$ cat src/rtl/phy_rx_deserializador.sv
// Serial receive deserializer: finds byte alignment on the comma character,
// declares the link active after BC_LOCK aligned commas, then emits lane-tagged bytes.
module phy_rx_deserializador #(
    parameter logic [7:0]  COMMA   = 8'hBC,
    parameter int unsigned BC_LOCK = 4
) (
    input  logic       clk_32f,
    input  logic       reset,
    input  logic       data_in,
    output logic [7:0] data_out,
    output logic       byte_strobe,
    output logic       valid_out,
    output logic [1:0] lane_out,
    output logic       active
);

    typedef enum logic [1:0] {
        ST_SEARCH,
        ST_ALIGN,
        ST_ACTIVE
    } state_t;

    localparam logic [3:0] LOCK_CNT = 4'(BC_LOCK);

    state_t     state_q, state_d;
    // Only the seven most recent bits are ever observed; the oldest bit of the
    // eight-bit history would be shifted out before it could be compared.
    logic [6:0] sr_q;
    logic [2:0] bit_cnt_q, bit_cnt_d;
    logic [3:0] bc_cnt_q, bc_cnt_d;
    logic [1:0] lane_cnt_q, lane_cnt_d;

    logic [7:0] data_d;
    logic [1:0] lane_d;
    logic       strobe_d;
    logic       valid_d;
    logic       active_d;

    logic [7:0] w;
    logic       is_comma;
    logic       byte_done;

    assign w         = {sr_q, data_in};
    assign is_comma  = (w == COMMA);
    assign byte_done = (bit_cnt_q == 3'd7);

    always_comb begin
        // NOTE: every signal driven here gets a default first, so no branch can
        // leave one unassigned and infer a latch.
        state_d    = state_q;
        bit_cnt_d  = bit_cnt_q + 3'd1;
        bc_cnt_d   = bc_cnt_q;
        lane_cnt_d = lane_cnt_q;
        data_d     = data_out;
        lane_d     = lane_out;
        strobe_d   = 1'b0;
        valid_d    = 1'b0;
        active_d   = active;

        case (state_q)
            ST_SEARCH: begin
                // A match lands on the byte boundary, so the next bit is an MSB.
                bit_cnt_d = 3'd0;
                if (is_comma) begin
                    bc_cnt_d = 4'd1;
                    if (LOCK_CNT == 4'd1) begin
                        state_d    = ST_ACTIVE;
                        active_d   = 1'b1;
                        lane_cnt_d = 2'd0;
                    end else begin
                        state_d = ST_ALIGN;
                    end
                end
            end

            ST_ALIGN: begin
                if (byte_done) begin
                    if (is_comma) begin
                        bc_cnt_d = bc_cnt_q + 4'd1;
                        if (bc_cnt_q + 4'd1 == LOCK_CNT) begin
                            state_d    = ST_ACTIVE;
                            active_d   = 1'b1;
                            lane_cnt_d = 2'd0;
                        end
                    end else begin
                        // Partial lock is discarded; already-shifted bits stay in sr.
                        state_d  = ST_SEARCH;
                        bc_cnt_d = 4'd0;
                    end
                end
            end

            ST_ACTIVE: begin
                if (byte_done) begin
                    data_d     = w;
                    lane_d     = lane_cnt_q;
                    strobe_d   = 1'b1;
                    valid_d    = ~is_comma;
                    // Idle commas still consume a lane slot to track the TX round robin.
                    lane_cnt_d = lane_cnt_q + 2'd1;
                end
            end

            default: begin
                state_d = ST_SEARCH;
            end
        endcase
    end

    always_ff @(posedge clk_32f) begin
        // NOTE: sequential state uses non-blocking assignments so every register
        // samples the pre-edge values, independent of statement order.
        if (reset) begin
            state_q     <= ST_SEARCH;
            sr_q        <= '0;
            bit_cnt_q   <= '0;
            bc_cnt_q    <= '0;
            lane_cnt_q  <= '0;
            data_out    <= '0;
            lane_out    <= '0;
            byte_strobe <= 1'b0;
            valid_out   <= 1'b0;
            active      <= 1'b0;
        end else begin
            state_q     <= state_d;
            sr_q        <= w[6:0];
            bit_cnt_q   <= bit_cnt_d;
            bc_cnt_q    <= bc_cnt_d;
            lane_cnt_q  <= lane_cnt_d;
            data_out    <= data_d;
            lane_out    <= lane_d;
            byte_strobe <= strobe_d;
            valid_out   <= valid_d;
            active      <= active_d;
        end
    end

endmodule

$ cat config.mk
export PLATFORM = sky130hd
export DESIGN_NAME = phy_rx_deserializador
export DESIGN_NICKNAME = d
export VERILOG_FILES = /design/src/rtl/phy_rx_deserializador.sv
export SDC_FILE = /design/constraint.sdc
export NUM_CORES = 1
export LEC_CHECK = 0
export BUFFER_PORTS_ARGS = -buffer_cell sky130_fd_sc_hd__buf_2
export CORE_UTILIZATION = 58
export DETAILED_ROUTE_END_ITERATION = 12
export PLACE_DENSITY_LB_ADDON = 0.3
export RECOVER_POWER = 50
export SLEW_MARGIN = 30
export SYNTH_ARGS = -nofsm -noshare
export SYNTH_HDL_FRONTEND = slang
export SYNTH_SLANG_ARGS = --single-unit
$ cat constraint.sdc
create_clock -name clk_32f -period 2.8 [get_ports clk_32f]
set_input_delay 0.56 -clock clk_32f [delete_from_list [all_inputs] [get_ports clk_32f]]
set_output_delay 0.56 -clock clk_32f [all_outputs]
set_load 0.01 [all_outputs]
Word-level counts from Yosys, hierarchy flattened
Index checks and enable logic that the tools add are counted.
- register bits after elaboration: 31
- bits of input ports: 3
- logic and storage cells: 53
- add/subtract/negate cells: 3
- equal/unequal tests: 11
- muxes and demuxes: 15
- bitwise gates (word level): 3
- reduce and logical (&&, ||, !) cells: 11
- operators by type and width (operator ; count):
    2-bit two-way mux ; 8
    4-bit two-way mux ; 3
    2-bit != test (second input constant) ; 5
    8-bit == test (second input constant) ; 1
    4-bit case mux with 2 select lines ; 1
    4-bit AND reduction ; 2
    2-bit case mux with 3 select lines ; 1
    5-bit AND reduction ; 1
    4-bit by 1-bit adder with 4-bit output (second input constant) ; 1
    4-bit by 3-bit == test with 1-bit output (second input constant) ; 1
    2-bit case mux with 2 select lines ; 1
    2-bit nonzero test ; 2
    2-bit OR reduction ; 2
    3-bit by 1-bit adder with 3-bit output (second input constant) ; 1
    3-bit == test (second input constant) ; 1
    3-bit != test (second input constant) ; 1
    1-bit inverter ; 3
    3-bit AND reduction ; 1
    3-bit OR reduction ; 1
    2-bit by 1-bit adder with 2-bit output (second input constant) ; 1
    2-bit by 1-bit == test with 1-bit output (second input constant) ; 1
    2-bit == test (second input constant) ; 1
    2-bit logical NOT ; 1
    2-bit AND reduction ; 1
    1-bit two-way mux ; 1

Logic depth before layout (Yosys ltp)
- depth in word-level cells: 6
- gate-level depth with buffers: 7
- depth with buffers taken out: 6

Worst setup path before layout
No wires, ideal clock.
- path type: flip-flop to flip-flop
- start: reg bit_cnt_q[0]
- end: reg data_out[4]
- library setup time: 0.132 ns
- arrival time: 1.361 ns
- setup slack: 1.306 ns
- cell stages (with the launch flop): 8
- cell sequence: dfxtp_1 > ha_1 > ha_1 > inv_1 > or2_2 > buf_2 > nand2_1 > a21oi_1
- word-level cells in the longest chain between the ends: 2
- RTL lines (what ; RTL line ; source):
    from (decl) ; 29 ; logic [2:0] bit_cnt_q, bit_cnt_d;
    from (signal assigned) ; 127 ; bit_cnt_q <= bit_cnt_d;
    3-bit == test ; 45 ; assign byte_done = (bit_cnt_q == 3'd7);
    named net byte_done ; 41 ; logic byte_done;
    2-bit AND reduction (no source line) ; -- ;
    to (signal assigned) ; 130 ; data_out <= data_d;
    to (decl) ; 10 ; output logic [7:0] data_out,
The timed path passes the listed nets, and every way through them passes these cells.
A chain may end at the register's enable or synchronous reset.

Worst setup path in the final report
- start: reg bit_cnt_q[0]
- end: reg lane_cnt_q[0]
- word-level cells in the longest chain between the ends: 3
- elaborated cells on any way between the ends: 4
- classes of those cells: eq/ne: 3; reduce/logical: 1
- RTL lines (what ; RTL line ; source):
    3-bit == test * ; 45 ;
    named net byte_done ; 41 ;
    2-bit != test (no source line) ; -- ;
    5-bit AND reduction (no source line) * ; -- ;
    to (signal assigned) ; 129 ; lane_cnt_q <= lane_cnt_d;
    to (decl) ; 31 ; logic [1:0] lane_cnt_q, lane_cnt_d;
The timed path passes the listed nets; every way through them passes the cells marked *.

==> results.cfg <==
[status]
outcome = completed

[setup_path]
path_max_fanout = 12
cp.required_ps = 3020
worstPathCellList = ha_1, ha_1, inv_1, nor2_1, nor2_1, a311oi_1
crit_start = bit_cnt_q[0]
path_buf_inv = 1
cp.arrival_ps = 2130
rrSetupSlack_ps = 900
crit_path_max_incr_delay_ps = 570
start_kind = register
end_kind = register
reg2reg_from = bit_cnt_q[0]
worstSetupPathType = register to register
crit_slowest_cell = nor2_1
crit_family = simple AND/OR/NAND/NOR gates

[logic_synthesis]
syn_inst = 125
yosys.area.top_type = dfxtp_1
yosys_most_used_dff = dfxtp_1
syn_area_mm2 = 0.00115
ys_seq_area_frac = 0.537
synth_cell_types = 32
syn_avg_cell_area_um2 = 9.24
ys_ff_latch = 31
synth_top_area_share = 0.537
synth_nets = 131
async_flop_share = 0
synth-edff-count = 0
ys_top_cells_by_area = dfxtp_1 54%, nand2_1 8.5%, a21oi_1 7.4%
yosysWarnings = 0

[routing]
vias = 898
avgRoutedWirePerCell_um = 12.0
finalWirelength_um = 2000
drc = 0
drtPass1Iterations = 5
postRouteAntennaNets = 0
drtIter0Drc = 35
vias_per_cell = 5.38

[timing]
setup_violations = 0
finalHoldViolations = 0
finalClockSkew_ps = 6.91
setup_ws_ps = 897
period_share = 0.680
rsz0062_at_grt = false
max_clock_freq_mhz = 525
fin_setup_tns_ps = 0
maxSlewViolCount = 0
min_period_ps = 1900
relSlewSlack = 0.162
tightestPinTransition_ps = 1260

[floorplan]
core_area_mm2 = 0.00180
dieArea_mm2 = 0.00217
num_rows = 15
die_h_um = 46.6
start_util = 0.641
ioPinCount = 16
die-width_um = 46.6

[cts]
postCtsSetupRepairBufs = 0
cts_inserted_buffers = 5
cts_max_level = 2
clkSinkCount = 31
clk_latency_ps = 330
root_buffer = clkbuf_4
post_cts_resized = 0
cts_hold_buf = 0
cts_tree = yes
path_clk_slew_ps = 90
clockBufferDepth = 2

[final_layout]
final_cell_mix = 31 x dfxtp_1, 26 x nand2_1, 17 x a21oi_1
final_util = 0.717
regArea_um2 = 621
fin_area_mm2 = 0.00129
area_delta_synth_final_pct = 11.8
drive_gt1_frac = 0.0915
final_nets = 147
final_common_cell = dfxtp_1
final_cells = 167
n_fill_cell = 157
multiInputGateArea_um2 = 500
n_antenna_cell = 0

[grt]
grt_pass1_wl_um = 3240
track_usage = 0.224
overflow = 0
grt_max_degree = 33
grt_pass1_vias = 750
antenna_found_initial = 0

[power]
ir_drop_v = 0.000397
power-per-cell-area_mw_per_mm2 = 582
p_leak_nw = 0.447

[placed_design]
post-dp-hpwl_um = 1380
post-place-ws_ps = 952
placedInstanceArea_mm2 = 0.00123
dp_cells = 159
port_buffers = 15
gp_congestion = 0.781

[worst_hold_path]
hold_path.startpoint = bit_cnt_q[0]
min-delay-path-class = register to register

[flow_run]
maxCapViolCount = 0
-- state kept, by name, summed over array words and instances, names as in the netlist --
name,cells
active,1
bc_cnt_q,4
bit_cnt_q,3
byte_strobe,1
data_out,8
lane_cnt_q,2
lane_out,2
sr_q,7
state_q,2
valid_out,1
-- power breakdown --
part | leakage [nW] | switching (mW) | internal (mW)
Sequential | 0.250 | 0.00183 | 0.443
Combinational | 0.159 | 0.00798 | 0.00332
Clock | 0.0375 | 0.149 | 0.147
Total | 0.447 | 0.158 | 0.593
-- layout make-up --
type / count / area share
multi-input combinational: 86 / 0.388
timing repair buffer: 15 / 0.0455
sequential: 31 / 0.481
clock buffer: 7 / 0.0504
inverter: 2 / 0.00581
clock inverter: 1 / 0.00581
tap: 25 / 0.0242
-- routing by layer --
layer	routed length, um	up-vias	track usage	share of wire
li1	-	464	-	-
met4	21	0	0.0857	0.010
met3	112	3	0.118	0.056
met1	1000	409	0.303	0.50
met5	0	-	0	0
met2	864	22	0.297	0.43
-- worst reg2reg max path: stages, from the launching register on --
cell and delay [ps]:
dfxtp_1 340, ha_1 150, ha_1 280, inv_1 120
nor2_1 570, nor2_1 80, a311oi_1 270
-- path summary, 6_finish.rpt --
check | end | cells after the start
worst max register to register | lane_cnt_q[0] | 6
worst max-delay path | lane_cnt_q[0] | 6
worst min register to register | bit_cnt_q[0] | 1
worst min-delay path | bit_cnt_q[0] | 1
-- synth_stat cells (2+ instances only) --
cell      instances
nor2b_1           9
dfxtp_1          31
a21oi_1          17
nor3b_1           4
nor2_1            4
inv_1             2
clkbuf_1          3
nor3_1            3
ha_1              3
nand2_1          26
buf_2             2
-- stage by stage --
stage	hold WS, ps	power [mW]
after floorplan	408	0.463
after global placement	414	0.466
after detailed placement	426	0.466
after CTS	439	0.759
after global routing	455	0.785
final	440	0.751
-- logic make-up (layout without fill, tap and decap cells) --
logic type,Yosys count,count (layout),synth area share
and+or+nand+nor,57,57,0.264
DFF,31,31,0.537
AOI/OAI and AO/OA,25,25,0.129
buffers and inverters,8,25,0.0293
adders and majority gates,3,3,0.0325
xor gates and xnor gates,1,1,0.00759
Note: power is estimated with default switching activity, not from simulation.
